==> src/rtl/uart_tx_stream.sv <==
// uart_tx_stream: 8-bit UART transmitter fed by a byte FIFO over a valid/ready stream.
// Frames are start bit, 8 data bits LSB first, optional parity, then 1 or 2 stop bits.
// Every bit period lasts exactly CPB clock cycles.
//
// Ports:
//   clk_i          single clock
//   rst_i          synchronous, active-high reset; aborts any frame in flight
//   in_data_i      byte to queue
//   in_valid_i     in_data_i valid
//   in_ready_o     FIFO has room (fifo_count_o < DEPTH)
//   tx_en_i        1 = frames may start, 0 = hold off between frames
//   tx_o           serial line, idle high, registered
//   busy_o         a frame is in progress
//   frame_done_o   one-cycle pulse in the last stop-bit cycle of each frame
//   fifo_count_o   bytes queued and not yet popped
module uart_tx_stream #(
   parameter int unsigned CPB       = 434,
   parameter int unsigned DEPTH     = 8,
   parameter int unsigned PARITY    = 0,
   parameter int unsigned STOP_BITS = 1
) (
   input  logic                     clk_i,
   input  logic                     rst_i,
   input  logic [7:0]               in_data_i,
   input  logic                     in_valid_i,
   output logic                     in_ready_o,
   input  logic                     tx_en_i,
   output logic                     tx_o,
   output logic                     busy_o,
   output logic                     frame_done_o,
   output logic [$clog2(DEPTH):0]   fifo_count_o
);

   localparam int unsigned AW = $clog2(DEPTH);
   localparam int unsigned CW = (CPB > 1) ? $clog2(CPB) : 1;
   localparam logic [AW:0]   FullCount = (AW + 1)'(DEPTH);
   localparam logic [CW-1:0] LastCnt   = CW'(CPB - 1);
   localparam logic [2:0]    LastStop  = 3'(STOP_BITS - 1);

   typedef enum logic [2:0] {
      StIdle,
      StStart,
      StData,
      StParity,
      StStop
   } state_e;

   // FIFO storage and bookkeeping
   logic [7:0]    mem_q [DEPTH];
   logic [AW-1:0] wr_ptr_q, rd_ptr_q;
   logic [AW:0]   count_q, count_d;
   logic          push, pop;
   logic [7:0]    head;

   // Serializer state
   state_e        state_q, state_d;
   logic [CW-1:0] cnt_q, cnt_d;
   logic [2:0]    bit_q, bit_d;     // data bit index, reused as stop-bit index
   logic [7:0]    shift_q, shift_d;
   logic          par_q, par_d;
   logic          tx_q, tx_d;
   logic          start_ok;
   logic          bit_end;
   logic          frame_end;

   // Full blocks pushes even when a pop happens in the same cycle.
   assign in_ready_o = (count_q < FullCount);
   assign push       = in_valid_i && in_ready_o;
   assign head       = mem_q[rd_ptr_q];
   assign start_ok   = tx_en_i && (count_q != '0);
   assign bit_end    = (cnt_q == LastCnt);

   always_comb begin
      count_d = count_q;
      if (push && !pop) begin
         count_d = count_q + (AW + 1)'(1);
      end else if (!push && pop) begin
         count_d = count_q - (AW + 1)'(1);
      end
   end

   // tx_d describes the line level for the cycle after the edge, so tx_o is registered
   // yet changes on the same edge as the state.
   always_comb begin
      state_d   = state_q;
      cnt_d     = cnt_q;
      bit_d     = bit_q;
      shift_d   = shift_q;
      par_d     = par_q;
      tx_d      = tx_q;
      pop       = 1'b0;
      frame_end = 1'b0;

      unique case (state_q)
         StIdle: begin
            tx_d = 1'b1;
            if (start_ok) begin
               pop     = 1'b1;
               state_d = StStart;
               tx_d    = 1'b0;
               cnt_d   = '0;
            end
         end
         StStart: begin
            cnt_d = cnt_q + CW'(1);
            if (bit_end) begin
               cnt_d   = '0;
               bit_d   = '0;
               state_d = StData;
               tx_d    = shift_q[0];
            end
         end
         StData: begin
            cnt_d = cnt_q + CW'(1);
            if (bit_end) begin
               cnt_d = '0;
               if (bit_q == 3'd7) begin
                  bit_d = '0;
                  if (PARITY != 0) begin
                     state_d = StParity;
                     tx_d    = par_q;
                  end else begin
                     state_d = StStop;
                     tx_d    = 1'b1;
                  end
               end else begin
                  bit_d   = bit_q + 3'd1;
                  shift_d = {1'b0, shift_q[7:1]};
                  tx_d    = shift_q[1];
               end
            end
         end
         StParity: begin
            cnt_d = cnt_q + CW'(1);
            if (bit_end) begin
               cnt_d   = '0;
               bit_d   = '0;
               state_d = StStop;
               tx_d    = 1'b1;
            end
         end
         StStop: begin
            cnt_d = cnt_q + CW'(1);
            if (bit_end) begin
               cnt_d = '0;
               if (bit_q == LastStop) begin
                  frame_end = 1'b1;
                  bit_d     = '0;
                  // Back-to-back frames: go straight to the next start bit.
                  if (start_ok) begin
                     pop     = 1'b1;
                     state_d = StStart;
                     tx_d    = 1'b0;
                  end else begin
                     state_d = StIdle;
                     tx_d    = 1'b1;
                  end
               end else begin
                  bit_d = bit_q + 3'd1;
               end
            end
         end
         default: begin
            state_d = StIdle;
            tx_d    = 1'b1;
         end
      endcase

      if (pop) begin
         shift_d = head;
         par_d   = (PARITY == 2) ? ~^head : ^head;
      end
   end

   always_ff @(posedge clk_i) begin
      if (rst_i) begin
         state_q  <= StIdle;
         cnt_q    <= '0;
         bit_q    <= '0;
         shift_q  <= '0;
         par_q    <= 1'b0;
         tx_q     <= 1'b1;
         wr_ptr_q <= '0;
         rd_ptr_q <= '0;
         count_q  <= '0;
      end else begin
         state_q <= state_d;
         cnt_q   <= cnt_d;
         bit_q   <= bit_d;
         shift_q <= shift_d;
         par_q   <= par_d;
         tx_q    <= tx_d;
         count_q <= count_d;
         if (push) begin
            wr_ptr_q <= wr_ptr_q + AW'(1);
         end
         if (pop) begin
            rd_ptr_q <= rd_ptr_q + AW'(1);
         end
      end
   end

   // Storage needs no reset: the pointers define what is valid.
   always_ff @(posedge clk_i) begin
      if (push) begin
         mem_q[wr_ptr_q] <= in_data_i;
      end
   end

   assign tx_o         = tx_q;
   assign busy_o       = (state_q != StIdle);
   assign frame_done_o = frame_end && !rst_i;
   assign fifo_count_o = count_q;

endmodule

==> config.mk <==
export PLATFORM = sky130hd
export DESIGN_NAME = uart_tx_stream
export DESIGN_NICKNAME = d
export VERILOG_FILES = /design/src/rtl/uart_tx_stream.sv
export SDC_FILE = /design/constraint.sdc
export NUM_CORES = 1
export LEC_CHECK = 0
export ABC_AREA = 1
export CAP_MARGIN = 15
export CORE_MARGIN = 8
export CORE_UTILIZATION = 60
export CTS_CLUSTER_DIAMETER = 50
export DETAILED_ROUTE_END_ITERATION = 10
export PLACE_DENSITY = 0.76
export SLEW_MARGIN = 20
export SYNTH_ARGS = -nofsm -noshare
export SYNTH_HDL_FRONTEND = slang
export SYNTH_SLANG_ARGS = --single-unit
export TNS_END_PERCENT = 20
==> constraint.sdc <==
create_clock -name clk_i -period 3.4 [get_ports clk_i]
set_clock_uncertainty 0.15 [all_clocks]
set_input_delay 0.51 -clock clk_i [delete_from_list [all_inputs] [get_ports clk_i]]
set_output_delay 0.51 -clock clk_i [all_outputs]
set_load 0.1 [all_outputs]
# Word-level counts from Yosys, hierarchy flattened
# Memory sizes are Yosys's and may differ from the RTL's. A register that Yosys moved wholly into a read port is not among the register bits.
# Index checks and enable logic that the tools add are counted.
[classes]
add_sub_neg = 6
mux = 43
reduce_logical = 24
n_eq_ne = 15
n_lt_le_gt_ge = 1
[ops]
columns = ["operator", "count"]
rows = [
  ["3-bit two-way mux", 14],
  ["8-bit two-way mux", 4],
  ["9-bit two-way mux", 2],
  ["9-bit case mux with 2 select lines", 1],
  ["1-bit two-way mux", 16],
  ["2-bit != test, second input constant", 8],
  ["3-bit case mux with 5 select lines", 1],
  ["3-bit by 1-bit adder with 3-bit output, second input constant", 3],
  ["9-bit by 1-bit adder with 9-bit output, second input constant", 1],
  ["9-bit == test, second input constant", 1],
  ["3-bit case mux with 3 select lines", 1],
  ["4-bit two-way mux", 2],
  ["2-bit nonzero test", 4],
  ["7-bit AND reduction", 1],
  ["3-bit by 2-bit == test with 1-bit output, second input constant", 2],
  ["3-bit == test, second input constant", 2],
  ["3-bit logical NOT", 2],
  ["3-bit nonzero test", 2],
  ["1-bit logical AND", 5],
  ["1-bit case mux with 5 select lines", 1],
  ["5-bit AND reduction", 1],
  ["4-bit by 1-bit adder with 4-bit output, second input constant", 1],
  ["4-bit less-than comparator, second input constant", 1],
  ["4-bit AND reduction", 1],
  ["other kinds (10)", 12],
]
[word_totals]
wordCells = 98
input_bits = 12
regBits = 34
ram_bits = 64
output_inout_bits = 8
n_memories = 1
[mem_list]
columns = ["name", "words", "word_bits", "rd", "rd_ports_with_merged_regs", "wr", "line_no", "source"]
rows = [
  ["mem_q", 8, 8, 1, 1, 1, "49", "logic [7:0] mem_q [DEPTH];"],
]

# Depth between registers and ports, before layout
# Gate-level depths: netlist of run 1.
[depth]
depth_word = 9
depth_mapped = 18
ltp_nobuf = 18

# Least setup slack after synthesis of run 1
# OpenSTA, ideal clock, no wires.
[synth_timing]
kind = "flip-flop to flip-flop"
startpoint = "reg count_q[3] (netlist: fifo_count_o[3])"
endpoint = "reg count_q[3] (netlist: fifo_count_o[3])"
path_stages_with_launch = 13
required_time_ns = 3.090
t_arrival_ns = 3.256
slack_ns = -0.167
path_buffers = 0
path_cell_list = "dfxtp_1 inv_1 nand2_1 inv_1 ha_1 inv_1 ha_1 a21oi_1 nand2_1 a21oi_1 o21ai_0 o21ai_0 a21oi_1"
[synth_via]
word_cells_on_any_way = 17
cone_classes = "add/sub (2); order compare (1); mux (6); reduce/logical (8)"
[synth_rtl]
columns = ["element", "line_no", "source"]
rows = [
  ["from (decl)", "51", "logic [AW:0] count_q, count_d;"],
  ["from (signal assigned)", "193", "count_q <= count_d;"],
  ["4-bit less-than comparator *", "67", "assign in_ready_o = (count_q < FullCount);"],
  ["net in_ready_o", "26", "output logic in_ready_o,"],
  ["1-bit logical AND *", "68", "assign push = in_valid_i && in_ready_o;"],
  ["net push", "52", "logic push, pop;"],
  ["1-bit logical NOT", "77", "end else if (!push && pop) begin"],
  ["1-bit logical AND", "77", ""],
  ["2-bit nonzero test (no source line)", "n/a", ""],
]
# The timed path passes the listed nets; every way through them passes the cells marked *. The select of a mux whose other input is x is not followed.
# A chain may end at the register's enable or synchronous reset.

# Final worst setup path of run 1
[layout_timing]
startpoint = "reg cnt_q[0]"
endpoint = "reg count_q[3] (netlist: fifo_count_o[3])"
[layout_via]
elab_chain_cells = 6
word_cells_on_any_way = 8
cone_classes = "eq/ne (1); mux (3); reduce/logical (4)"
[layout_lines]
columns = ["element", "line_no", "source"]
rows = [
  ["from (decl)", "57", "logic [CW-1:0] cnt_q, cnt_d;"],
  ["from (signal assigned)", "188", "cnt_q <= cnt_d;"],
  ["9-bit == test *", "71", "assign bit_end = (cnt_q == LastCnt);"],
  ["1-bit two-way mux *", "144", "if (bit_end) begin"],
  ["1-bit case mux with 2 select lines *", "94", "unique case (state_q)"],
  ["1-bit logical NOT", "75", "if (push && !pop) begin"],
  ["1-bit logical AND", "75", ""],
  ["4-bit two-way mux / 2-bit nonzero test (equally long branches)", "n/a", ""],
]
# Mark *: on every way between the ends. The rest lies on a longest branch, timed or not.

==> results of run 1 <==
## worst reg2reg max path: cells and delay by family (launching register included)
| family | cells | cell delay, ps |
|---|---|---|
| AO/OA/AOI/OAI | 5 | 620 |
| AND/OR/NAND/NOR | 7 | 650 |
| adder cells (fa/ha/maj) | 3 | 660 |
| flip-flops | 1 | 420 |
| buffers and inverters | 2 | 200 |
## worst paths after layout
check / startpoint / slack [ps] / endpoint / depth (start not counted)
max: cnt_q[0]$_SDFFE_PP0P_ / 590 / fifo_count_o[3]$_SDFFE_PP0P_ / 17
min: rd_ptr_q[2]$_SDFFE_PP0P_ / 320 / rd_ptr_q[2]$_SDFFE_PP0P_ / 2
min reg2reg: rd_ptr_q[2]$_SDFFE_PP0P_ / 320 / rd_ptr_q[2]$_SDFFE_PP0P_ / 2
max reg2reg: cnt_q[0]$_SDFFE_PP0P_ / 590 / fifo_count_o[3]$_SDFFE_PP0P_ / 17
## power groups by stage
stage / Clock, W / Sequential (W) / Combinational [W]
floorplan: 0 / 0.00174 / 0.00110
global placement: 0 / 0.00158 / 0.00158
detailed placement: 0 / 0.00158 / 0.00162
CTS: 0.000746 / 0.00156 / 0.00163
global route: 0.000800 / 0.00158 / 0.00181
finish: 0.000735 / 0.00156 / 0.00163
## cells in the final DEF (no fill, tap or decap), types with 3 or more instances in the layout
cell type / synthesis / final
clkdlybuf4s50_1: 0 / 12
edfxtp_1: 64 / 64
nand2_4: 3 / 3
nand3_1: 17 / 17
dfxtp_1: 37 / 36
nor2_4: 4 / 4
o21ai_0: 37 / 37
inv_1: 31 / 30
inv_2: 16 / 16
nand2_2: 3 / 3
a21oi_1: 17 / 17
ha_1: 10 / 10
o21ai_1: 13 / 13
xor2_1: 4 / 4
nor2_1: 99 / 99
nand4_1: 7 / 7
buf_4: 0 / 17
clkbuf_8: 0 / 9
nor2_2: 3 / 3
nand2_1: 106 / 106
## layout make-up
cell class,instances,area (µm²),area share (%)
Sequential cell,101,2660,52.3
Clock inverter,7,73.8,1.45
Inverter,47,180,3.54
Clock buffer,9,124,2.43
Multi-Input combinational cell,339,1660,32.5
Timing Repair Buffer,30,268,5.26
Tap cell,102,128,2.50
## stage by stage
step / setup slack [ps] / instances / cell area [µm²] / setup TNS (ps)
3_5_place_dp: 364 / 619 / 4900 / 0
4_1_cts: 637 / 635 / 5090 / 0
2_1_floorplan: -151 / 501 / 4570 / -151
5_1_grt: 379 / 635 / 5090 / 0
3_3_place_gp: 448 / 619 / 4900 / 0
6_report: 594 / 635 / 5090 / 0
## sequential cells by signal, summed over array words and instances, names as in the netlist, named ones only
| register | flops |
|---|---|
| state_q | 3 |
| tx_o | 1 |
| shift_q | 8 |
| rd_ptr_q | 3 |
| wr_ptr_q | 3 |
| mem_q | 64 |
| cnt_q | 9 |
| bit_q | 3 |
| fifo_count_o | 4 |
## cell families (layout without fill, tap and decap cells)
group	after synthesis	after routing	share of synthesized area, %
compound gates	74	74	8.71
fa+ha+maj	11	11	3.18
simple gates	250	250	23.6
flops	101	101	58.3
buf+inv	61	93	5.40
xor+xnor	4	4	0.767
## metal layers
layer | global-route usage (%) | vias to the layer above | share of wire, % | routed length, µm
met3 | 4.62 | 10 | 4.8 | 430
met1 | 22.8 | 1603 | 46 | 4140
li1 | - | 1699 | - | -
met5 | 0 | - | 0 | 0
met2 | 30.4 | 84 | 48 | 4370
met4 | 5.01 | 0 | 1.1 | 99
==> results.json, run 1 <==
{
  "ctsRootBufferMaster": "clkbuf_8",
  "status": "complete, no violations",
  "initial_utilization_pct": 60.4,
  "syn_to_final_growth_pct": 11.6,
  "place.port_buffers": 19,
  "synth_edf_count": 64,
  "cts_buffers": 9,
  "irDropWorstVdd_mv": 0.781,
  "setup_viol": 0,
  "antenna_cells": 0,
  "seq_power_share_pct": 39.8,
  "clk_pin_slew_ps": 110,
  "finalPower_w": 0.00392,
  "maxSlewHeadroom_pct": 35.5,
  "min_period_ps": 2810,
  "cts_setup_buffers": 0,
  "core_um2": 7570,
  "worstPathArrival_ps": 2920,
  "cts_tree": "yes",
  "yosysMostFrequentCell": "nand2_1",
  "nets": 551,
  "seq_area_frac_synth_pct": 58.3,
  "fillers": 589,
  "netlist_area_um2": 4570,
  "power_switching_w": 0.00170,
  "tightest_slew_ps": 965,
  "drt-pass1-iter-count": 5,
  "drv_slew": 0,
  "synth.largest_area_cell": "edfxtp_1",
  "crit_buf_inv": 2,
  "dieArea_um2": 10700,
  "yosys_register_bits": 101,
  "crit_path_max_fanout": 8,
  "postSynthAreaPerCell_um2": 9.12,
  "crit_chain": "ha_1 -> nand2_1 -> nor2_4 -> nand2_4 -> nor2_4 -> nand2_4 -> nand2_4 -> inv_2 -> ha_1 -> inv_1 -> ha_1 -> a21oi_1 -> nand2_1 -> a21oi_1 -> o21ai_0 -> o21ai_0 -> a21oi_1",
  "cts_num_sinks": 101,
  "detail_route.wl_per_cell_um": 14.2,
  "cp-start-kind": "register",
  "hold_class": "reg2reg",
  "power.leakage_nw": 2.09,
  "crit_path_top_delay_cell": "dfxtp_1",
  "rsz0062_at_grt": "no",
  "grt_max_degree": 34,
  "cp.required_ps": 3510,
  "wl_um": 9040,
  "cts_resized": 0,
  "grt_pass1_vias": 3165,
  "postSynthCellCount": 501,
  "power_frac_comb_pct": 41.5,
  "synth_top_area_share_pct": 42.1,
  "gp_congestion": 0.907,
  "critical-path-top-delay-family": "simple AND/OR/NAND/NOR gates",
  "antenna_found_initial": 0,
  "vias": 3396,
  "grt_usage_pct": 18.2,
  "hpwlAfterDp_um": 6020,
  "grt_pass1_wl_um": 14700,
  "drt-vias-per-instance": 5.35,
  "ant_nets": 0,
  "final-hold-violation-count": 0,
  "fmax_mhz": 356,
  "syn-num-nets": 524,
  "ios": 20,
  "drc": 0,
  "die_h_um": 103,
  "clock_latency_ps": 360,
  "drv_cap": 0,
  "whs_ps": 320,
  "yosysWarnings": 0,
  "ys_types": 32,
  "path_class": "reg2reg",
  "synthTopCellsByArea": "edfxtp_1, dfxtp_1, nand2_1, nor2_1, o21ai_0",
  "cts-hold-fix-buffers": 0,
  "synthArstFlopShare_pct": 0,
  "clkPwrFrac_pct": 18.8,
  "htree_levels": 3,
  "period_share_pct": 82.5,
  "drive_gt1_share_pct": 13.7,
  "rows": 32,
  "internal-power_w": 0.00222,
  "yosys-top-cells-count": "nand2_1, nor2_1, edfxtp_1",
  "powerDensity_nw_per_um2": 770,
  "switching_share_pct": 43.5,
  "endpoint_kind": "register",
  "die_w_um": 103,
  "synth_ff_type": "edfxtp_1",
  "fin_util_pct": 67.3,
  "cts_max_path_buffers": 2,
  "critPathMaxStageDelay_ps": 420,
  "overflow": 0,
  "drtIter0Drc": 190
}
(Power assumes the default switching activity.)
==> inputs of run 2 (changes only) <==
==> constraint.sdc (replaced) <==
create_clock -name clk_i -period 2.9 [get_ports clk_i]
set_clock_uncertainty 0.15 [all_clocks]
set_input_delay 0.435 -clock clk_i [delete_from_list [all_inputs] [get_ports clk_i]]
set_output_delay 0.435 -clock clk_i [all_outputs]
set_load 0.1 [all_outputs]
==> run 2 against run 1 <==
Effect of this change: final cell count up 0.31%; highest routed layer unchanged; core utilization about the same; maximum frequency up 4.4%.
==> results.json, run 2 (synthesis gave the netlist of run 1 again) <==
{
  "rows": 32,
  "grt_usage_pct": 18.7,
  "die_w_um": 103,
  "largest-register": "mem_q",
  "place.port_buffers": 19,
  "ctsRootBufferMaster": "clkbuf_8",
  "min_period_ps": 2690,
  "powerDensity_nw_per_um2": 898,
  "irDropWorstVdd_mv": 0.722,
  "final_cell_mix": "nand2_1, nor2_1, edfxtp_1",
  "antenna_cells": 0,
  "drv_cap": 0,
  "cts_num_sinks": 101,
  "cts-hold-fix-buffers": 0,
  "maxSlewHeadroom_pct": 41.8,
  "status": "complete, no violations",
  "startpoint": "cnt_q[0]$_SDFFE_PP0P_",
  "whs_path_depth": 2,
  "final_common_cell": "nand2_1",
  "nets": 553,
  "critPathMaxStageDelay_ps": 430,
  "power.leakage_nw": 2.09,
  "core_um2": 7570,
  "drt-vias-per-instance": 5.35,
  "fillers": 607,
  "worst_slack_ps": 213,
  "hpwlAfterDp_um": 6240,
  "grt_max_degree": 33,
  "cp-start-kind": "register",
  "fmax_mhz": 372,
  "cts_max_path_buffers": 2,
  "drtIter0Drc": 202,
  "stdcell_area_um2": 5100,
  "pre_cts_ws_ps": 13.5,
  "clock_latency_ps": 360,
  "drive_gt1_share_pct": 14.2,
  "cp.required_ps": 3000,
  "syn_to_final_growth_pct": 11.6,
  "min-delay-start": "rd_ptr_q[2]$_SDFFE_PP0P_",
  "drc": 0,
  "endpoint_kind": "register",
  "rr_startpoint": "cnt_q[0]$_SDFFE_PP0P_",
  "cts_buffers": 9,
  "cts_setup_buffers": 0,
  "crit_path_max_fanout": 8,
  "reg2reg_slack_ps": 210,
  "tightest_slew_ps": 872,
  "ant_nets": 0,
  "initial_utilization_pct": 60.4,
  "largest_reg_flops": 64,
  "cts_resized": 0,
  "final-hold-violation-count": 0,
  "period_share_pct": 92.7,
  "finalSetupTns_ps": 0,
  "path_class": "reg2reg",
  "drv_slew": 0,
  "crit_chain": "ha_1 -> nand2_1 -> nor2_4 -> nand2_4 -> nor2_4 -> nand2_4 -> nand2_4 -> inv_2 -> ha_1 -> inv_1 -> ha_1 -> a21oi_1 -> nand2_1 -> a21oi_1 -> o21ai_0 -> o21ai_0 -> a21oi_1",
  "hold_class": "reg2reg",
  "worstPathArrival_ps": 2790,
  "dieArea_um2": 10700,
  "detail_route.wl_per_cell_um": 14.5,
  "ios": 20,
  "drt-pass1-iter-count": 6,
  "clk_pin_slew_ps": 100,
  "largestRegisters": "mem_q x64, cnt_q x9, shift_q x8",
  "critical-path-top-delay-family": "simple AND/OR/NAND/NOR gates",
  "gp_congestion": 0.908,
  "antenna_found_initial": 0,
  "vias": 3410,
  "wl_um": 9260,
  "postPlaceCellArea_um2": 4910,
  "timing.rr.end": "fifo_count_o[3]$_SDFFE_PP0P_",
  "rsz0062_at_grt": "no",
  "cts_tree": "yes",
  "setup_viol": 0,
  "die_h_um": 103,
  "overflow": 0,
  "crit_path_top_delay_cell": "dfxtp_1",
  "grt_pass1_wl_um": 15100,
  "crit_buf_inv": 2,
  "grt_pass1_vias": 3227,
  "rr_worst_depth": 17,
  "htree_levels": 3
}
## run 2: changes by cell type in the layout (fill, tap and decap cells not counted), sizes merged
cell | previous run | this run
clkinv | 3 | 4
clkdlybuf4s50 | 12 | 11
inv | 50 | 49
buf | 18 | 21
## run 2: through the flow
step	hold slack, ps	util [%]	total power (W)	instances
after floorplan	287	-	0.00333	501
after global placement	297	64.9	0.00372	621
after detailed placement	310	64.9	0.00378	621
after CTS	327	67.3	0.00459	637
after global routing	333	67.3	0.00489	637
final	320	67.3	0.00458	637
## run 2: worst max path at each step
stage | end | slack (ps) | cells after the start
2_1_floorplan | fifo_count_o[3]$_SDFFE_PP0P_ | -260 | 12
3_3_place_gp | fifo_count_o[3]$_SDFFE_PP0P_ | 100 | 16
3_5_place_dp | fifo_count_o[3]$_SDFFE_PP0P_ | 10 | 15
4_1_cts | fifo_count_o[3]$_SDFFE_PP0P_ | 210 | 17
5_1_grt | fifo_count_o[3]$_SDFFE_PP0P_ | 50 | 18
6_report | fifo_count_o[3]$_SDFFE_PP0P_ | 210 | 17
## run 2: tightest hold or removal path: cells and delay by family (launching register included)
kind,cells,cell delay [ps]
flops,1,320
buf+inv,1,60
compound gates,1,50
## run 2: where the power goes
part           leakage (nW)  internal, W  total, W  switching, W
registers             0.883      0.00171   0.00183      0.000118
logic                  1.12     0.000557   0.00193       0.00137
clock network        0.0951     0.000326  0.000824      0.000498
## run 2: cell type report
type | instances | area, µm² | area share (%)
Inverter | 47 | 180 | 3.54
Tap cell | 102 | 128 | 2.50
Clock buffer | 9 | 124 | 2.43
Multi-Input combinational cell | 339 | 1660 | 32.6
Clock inverter | 7 | 57.6 | 1.13
Timing Repair Buffer | 32 | 280 | 5.50
Sequential cell | 101 | 2660 | 52.3
## run 2: layer usage
layer  vias up  track usage [%]  wire length [µm]
met5         -                0                 0
met4         0             7.01               144
met3        14             2.88               491
met2        99             31.0              4500
met1      1579             24.2              4130
li1       1718                -                 -
==> inputs of run 3 (changes only) <==
--- a/config.mk
+++ b/config.mk
@@ -5,13 +5,12 @@
 export SDC_FILE = /design/constraint.sdc
 export NUM_CORES = 1
 export LEC_CHECK = 0
-export ABC_AREA = 1
 export CAP_MARGIN = 15
 export CORE_MARGIN = 8
-export CORE_UTILIZATION = 60
+export CORE_UTILIZATION = 59
 export CTS_CLUSTER_DIAMETER = 50
 export DETAILED_ROUTE_END_ITERATION = 10
-export PLACE_DENSITY = 0.76
+export PLACE_DENSITY = 0.75
 export SLEW_MARGIN = 20
 export SYNTH_ARGS = -nofsm -noshare
 export SYNTH_HDL_FRONTEND = slang
==> constraint.sdc (replaced) <==
create_clock -name clk_i -period 2.9 [get_ports clk_i]
set_clock_uncertainty 0.15 [all_clocks]
set_input_delay 0.725 -clock clk_i [delete_from_list [all_inputs] [get_ports clk_i]]
set_output_delay 0.725 -clock clk_i [all_outputs]
set_load 0.1 [all_outputs]
==> run 3 against run 2 <==
Effect of this change: die area decreased by 4.3%; sequential power about the same; count of clock-buffer cells in the layout unchanged; combinational power decreased by 33%; clock power increased by 14%; maximum frequency decreased by 4.5%; sequential share of layout area increased by 1.1 points; synthesized cell count decreased by 37%; final cell count decreased by 27%; total power decreased by 12%; via count decreased by 23%; synthesized area decreased by 6.7%; critical endpoint unchanged; largest cell class unchanged.
==> results.json, run 3 <==
{
  "grt_pass1_vias": 2706,
  "fillers": 520,
  "power.leakage_nw": 1.73,
  "final-seq-area_um2": 2670,
  "synthArstFlopShare_pct": 0,
  "grt_usage_pct": 17.7,
  "powerDensity_nw_per_um2": 809,
  "ys_types": 44,
  "grt_max_degree": 28,
  "path_class": "in2reg",
  "setup_viol": 0,
  "initial_utilization_pct": 59.7,
  "die_w_um": 101,
  "synth.largest_area_cell": "edfxtp_1",
  "antenna_cells": 0,
  "synth_edf_count": 64,
  "postSynthCellCount": 316,
  "synth_top_area_share_pct": 45.1,
  "vias": 2641,
  "synth_ff_type": "edfxtp_1",
  "startpoint": "tx_en_i",
  "rr_worst_depth": 11,
  "cts-hold-fix-buffers": 0,
  "yosysWarnings": 0,
  "crit_path_max_fanout": 2,
  "die_h_um": 101,
  "reg2reg_slack_ps": 180,
  "clk_pin_slew_ps": 100,
  "drt-pass1-iter-count": 4,
  "drc": 0,
  "antenna_found_initial": 0,
  "rr_startpoint": "fifo_count_o[3]$_SDFFE_PP0P_",
  "cp-endpoint": "fifo_count_o[3]$_SDFFE_PP0P_",
  "cts_max_path_buffers": 2,
  "htree_levels": 3,
  "tightest_slew_ps": 740,
  "yosys_register_bits": 101,
  "rows": 31,
  "ios": 20,
  "dieArea_um2": 10200,
  "final-hold-violation-count": 0,
  "cts_buffers": 9,
  "hold_class": "reg2reg",
  "final_common_cell": "edfxtp_1",
  "largest_reg_flops": 64,
  "ctsRootBufferMaster": "clkbuf_8",
  "drv_slew": 0,
  "status": "complete, no violations",
  "stdcell_area_um2": 5000,
  "fmax_mhz": 355,
  "endpoint_kind": "register",
  "cts_tree": "yes",
  "worstPathArrival_ps": 2970,
  "drive_gt1_share_pct": 24.6,
  "netlist_area_um2": 4260,
  "cp.required_ps": 3050,
  "finalPower_w": 0.00405,
  "postSynthAreaPerCell_um2": 13.5,
  "hpwlAfterDp_um": 5510,
  "finalSetupTns_ps": 0,
  "drv_cap": 0,
  "critPathMaxStageDelay_ps": 410,
  "cts_num_sinks": 101,
  "crit_path_top_delay_cell": "clkdlybuf4s50_1",
  "nets": 384,
  "largest-register": "mem_q",
  "core_um2": 7140,
  "syn_to_final_growth_pct": 17.4,
  "seq_area_frac_synth_pct": 62.5,
  "drt-vias-per-instance": 5.68,
  "drtIter0Drc": 104,
  "multi_input_area_um2": 1550,
  "ant_nets": 0,
  "clock_latency_ps": 360,
  "cp-start-kind": "input pin",
  "yosys-top-cells-count": "edfxtp_1, dfxtp_1, nor2_1",
  "min_period_ps": 2810,
  "maxSlewHeadroom_pct": 50.6,
  "postPlaceCellArea_um2": 4720,
  "gp_congestion": 0.826,
  "period_share_pct": 97.0,
  "timing.rr.end": "fifo_count_o[3]$_SDFFE_PP0P_",
  "irDropWorstVdd_mv": 0.402,
  "wl_um": 8140,
  "yosysMostFrequentCell": "edfxtp_1",
  "place.port_buffers": 19,
  "syn-num-nets": 339,
  "overflow": 0,
  "crit_chain": "clkdlybuf4s50_1 -> o41a_1 -> and2_4 -> o211ai_1 -> ha_2 -> inv_1 -> buf_4 -> ha_1 -> a21oi_2 -> xnor2_1 -> or3_1 -> a21oi_1",
  "synthTopCellsByArea": "edfxtp_1, dfxtp_1, mux4_2, ha_1, nor2_1",
  "grt_pass1_wl_um": 13600,
  "final_cell_mix": "edfxtp_1, buf_4, nor2_1",
  "detail_route.wl_per_cell_um": 17.5,
  "largestRegisters": "mem_q x64, cnt_q x9, shift_q x8"
}
## run 3: changes by cell type after synthesis, sizes merged, moves of 7 or more
cell / change
a211oi: +7
a21oi: -11
inv: -39
mux2i: +7
mux4: +16
nand2: -89
nand3: -11
nor2: -74
nor2b: +8
o21ai: -44
xnor2: +7
## run 3: layout make-up
class	instances	share of cell area [%]
tap	99	2.48
clock buffer	9	2.48
clock inverter	7	1.75
inverter	8	0.600
sequential	101	53.4
multi-input combinational	191	31.0
timing repair buffer	50	8.30
## run 3: metal layers
layer  up-vias  global-route usage (%)  share of wire [%]  wire length [µm]
met5         -                       0                  0                 0
met4         0                    7.33                2.5               205
met3        20                    4.90                4.6               377
met2        58                    30.6                 53              4340
met1      1296                    20.0                 40              3220
li1       1267                       -                  -                 -
## run 3: repair_timing
| action | in CTS | in global routing |
|---|---|---|
| setup endpoints to repair | 1 | 2 |
| gates resized for setup | 7 | 3 |
| pin swaps | 2 | 6 |
| buffers inserted | 3 | 2 |
## run 3: where the power goes
group / total (W) / internal, W / leakage (nW) / switching (W)
registers: 0.00182 / 0.00170 / 0.885 / 0.000118
logic: 0.00129 / 0.000557 / 0.738 / 0.000734
clock network: 0.000938 / 0.000423 / 0.109 / 0.000514
total: 0.00405 / 0.00268 / 1.73 / 0.00137
## run 3: worst min-delay path by stage
stage | from | endpoint | slack, ps | cells past startpoint
CTS | shift_q[7]$_SDFFE_PP0P_ | shift_q[7]$_SDFFE_PP0P_ | 320 | 2
global placement | shift_q[7]$_SDFFE_PP0P_ | shift_q[7]$_SDFFE_PP0P_ | 300 | 2
floorplan | shift_q[7]$_SDFFE_PP0P_ | shift_q[7]$_SDFFE_PP0P_ | 290 | 2
finish | shift_q[7]$_SDFFE_PP0P_ | shift_q[7]$_SDFFE_PP0P_ | 320 | 2
global route | shift_q[7]$_SDFFE_PP0P_ | shift_q[7]$_SDFFE_PP0P_ | 340 | 2
detailed placement | shift_q[7]$_SDFFE_PP0P_ | shift_q[7]$_SDFFE_PP0P_ | 310 | 2
## run 3: kinds of logic after synthesis
| family | after synthesis | share of synthesized area [%] |
|---|---|---|
| mux | 23 | 10.1 |
| xor+xnor | 15 | 3.08 |
| fa+ha+maj | 11 | 3.40 |
| buf+inv | 24 | 2.32 |
| flops | 101 | 62.5 |
| simple gates | 100 | 11.9 |
| compound gates | 42 | 6.78 |
## run 3: stage by stage
step | utilization, % | hold WS, ps | cells | setup WS [ps]
after floorplan | - | 294 | 316 | -171
final | 70.1 | 320 | 465 | 85.8
after global placement | 66.1 | 302 | 444 | -264
after detailed placement | 66.1 | 308 | 444 | -350
after global routing | 70.1 | 343 | 465 | -5.03
after CTS | 69.8 | 322 | 463 | -29.7
## run 3: worst max-delay path: cells and delay by family
| kind | cells | cell delay (ps) |
|---|---|---|
| xor gates and xnor gates | 1 | 90 |
| adders and majority gates | 2 | 540 |
| AOI/OAI and AO/OA | 4 | 550 |
| and+or+nand+nor | 2 | 470 |
| buffers and inverters | 3 | 590 |
==> RTL change: new RTL, flow settings as in run 2 <==
Change the parameter `PARITY` from 0 to 1.
--- a/src/rtl/uart_tx_stream.sv
+++ b/src/rtl/uart_tx_stream.sv
@@ -18,3 +18,3 @@
    parameter int unsigned DEPTH     = 8,
-   parameter int unsigned PARITY    = 0,
+   parameter int unsigned PARITY    = 1,
    parameter int unsigned STOP_BITS = 1
Function: same outputs for any inputs over 10 cycles, from zero or initial values and one cycle with rst_i high; that may be too few to reach the edited logic, so the function may still have changed.
==> RTL change against run 2 <==
Worst setup slack lost 0.011 ns. Synthesized area grew 11%. Final area grew 9.0%. Clock power grew 0.8%. Power grew 8.4%. Routed wire length grew 14%. Synthesized cell count grew 21%. Fmax shrank 0.41%. Critical endpoint unchanged. Sequential cell count grew 1. Core utilization grew 0.27 points. Via count grew 15%. Largest cell class unchanged.
==> RTL change: results (changes against run 2) <==
| Metric | Value |
|---|---|
| Outcome | finished, final reports clean |
| Clock power frac | 0.167 (-0.013) |
| First-pass GRT wire length | 17,300 microns (+15%) |
| Vias in the first global route | 3,732 (+16%) |
| CP Max Fanout | 4 (-4) |
| Slowest stage delay, CP | 0.35 ns (-0.08 ns) |
| R2R Path Start | cnt_q[1] |
| Synthesized-area fraction occupied by adder cells | 0.0286 (-0.00315) |
| Clock tree sinks | 102 (+0.99%) |
| CP max stage cell | dfxtp_1 |
| Vias per Instance | 5.26 (-1.7%) |
| Gpl congestion | 0.841 (-7.4%) |
| Post-synthesis cell count | 607 (+21%) |
| Non-clk invs | 110 (+130%) |
| First-pass DRT Iterations | 5 (-1) |
| Top post-synthesis cells by area | edfxtp_1, dfxtp_1, nand2_1 |
| Design Area, Final | 0.00556 sq mm (+9.0%) |
| Reg2reg end | fifo_count_o[3] |
| Count of non-filler cells in the finished layout | 746 (+17%) |
| Synth Area in Compound Gates | 0.0644 (-0.0227) |
| Internal power | 2.72 mW (+4.7%) |
| Post_cts resized | 0 (unchanged) |
| Commonest cells post-synth | nand2_1, inv_1, edfxtp_1 |
| XOR/XNOR share of the synthesized area | 0.00173 (-0.00594) |
| Net Count, Synth | 630 (+20%) |
| Clock network area share | 0.0322 (-0.00339) |
| Sequential Power Share | 0.372 (-0.027) |
| Multi-input gates | 379 (+12%) |
| Fraction of area in multi-input gates | 0.332 (+0.00546) |
| Min-delay src | rd_ptr_q[2] |
| Top reg by flops | mem_q |
| 1st-iter DRT viols | 270 (+34%) |
| Cells after DPL | 730 (+18%) |
| R2R cell count | 18 (+1) |
| GR Util All Layers | 0.191 (+0.00372) |
| Signal buffers | 34 (+6.3%) |
| Flop+latch power | roughly 1.9 mW |
| Multiplexer share of the synthesized area | 0 (unchanged) |
| Post-synth EDFFs | 64 (unchanged) |
| Share of cells above drive strength 1 | 0.119 (-0.0235) |
| Hpwl dp | 7190 microns (+15%) |
| Leak | 2.54 nW (+22%) |
| Sequential share of the synthesized area | 0.529 (-0.0538) |
| Peak supply drop | 0.000417 V (-42%) |
| Placed Area | 0.00537 sq mm (+9.2%) |
| CP Data Required Time | 3.01 ns (about the same) |
| Pre-CTS setup slack | -0.0222 ns (-0.0357 ns) |
| # fillers | 647 (+6.6%) |
| Count of cell types in the netlist | 34 (+6.3%) |
| Layout net count | 659 (+19%) |
| Sequential standard cell area | 0.00268 sq mm (+0.75%) |
| Slew HR | 0.590 (+0.172) |
| Post-CTS setup buffers | 0 (unchanged) |
| Data buffer area share | 0.0532 (-0.00184) |
| Hold slack | 0.322 ns (+0.00224 ns) |
| Drt total wl | 10,500 microns (+14%) |
-- RTL change: cell types whose count changed in the layout (fill, tap and decap cells not counted), sizes merged, moves of 3 or more --
cell / delta
a211oi: +6
a21oi: -4
inv: +63
nand2: +89
nand3: +42
nand4: -7
nor2: -59
nor3: +3
o211ai: +5
o21ai: -36
xor2: -3
-- RTL change: worst max-delay path by stage --
stage	slack (ns)	from	cells past startpoint	to
global placement	0.11	tx_en_i	15	fifo_count_o[3]
finish	0.20	cnt_q[1]	18	fifo_count_o[3]
detailed placement	-0.02	tx_en_i	15	fifo_count_o[3]
CTS	0.08	cnt_q[1]	18	fifo_count_o[3]
global route	0.02	cnt_q[1]	18	fifo_count_o[3]
floorplan	-0.47	fifo_count_o[0]	17	fifo_count_o[3]
-- RTL change: routing by layer --
metal,global-route usage,part of all wire,vias to the layer above,routed length (microns)
li1,-,-,1977,-
met1,0.239,0.45,1801,4740
met2,0.311,0.48,116,5060
met3,0.0299,0.042,32,438
met4,0.101,0.028,0,299
met5,0,0,-,0
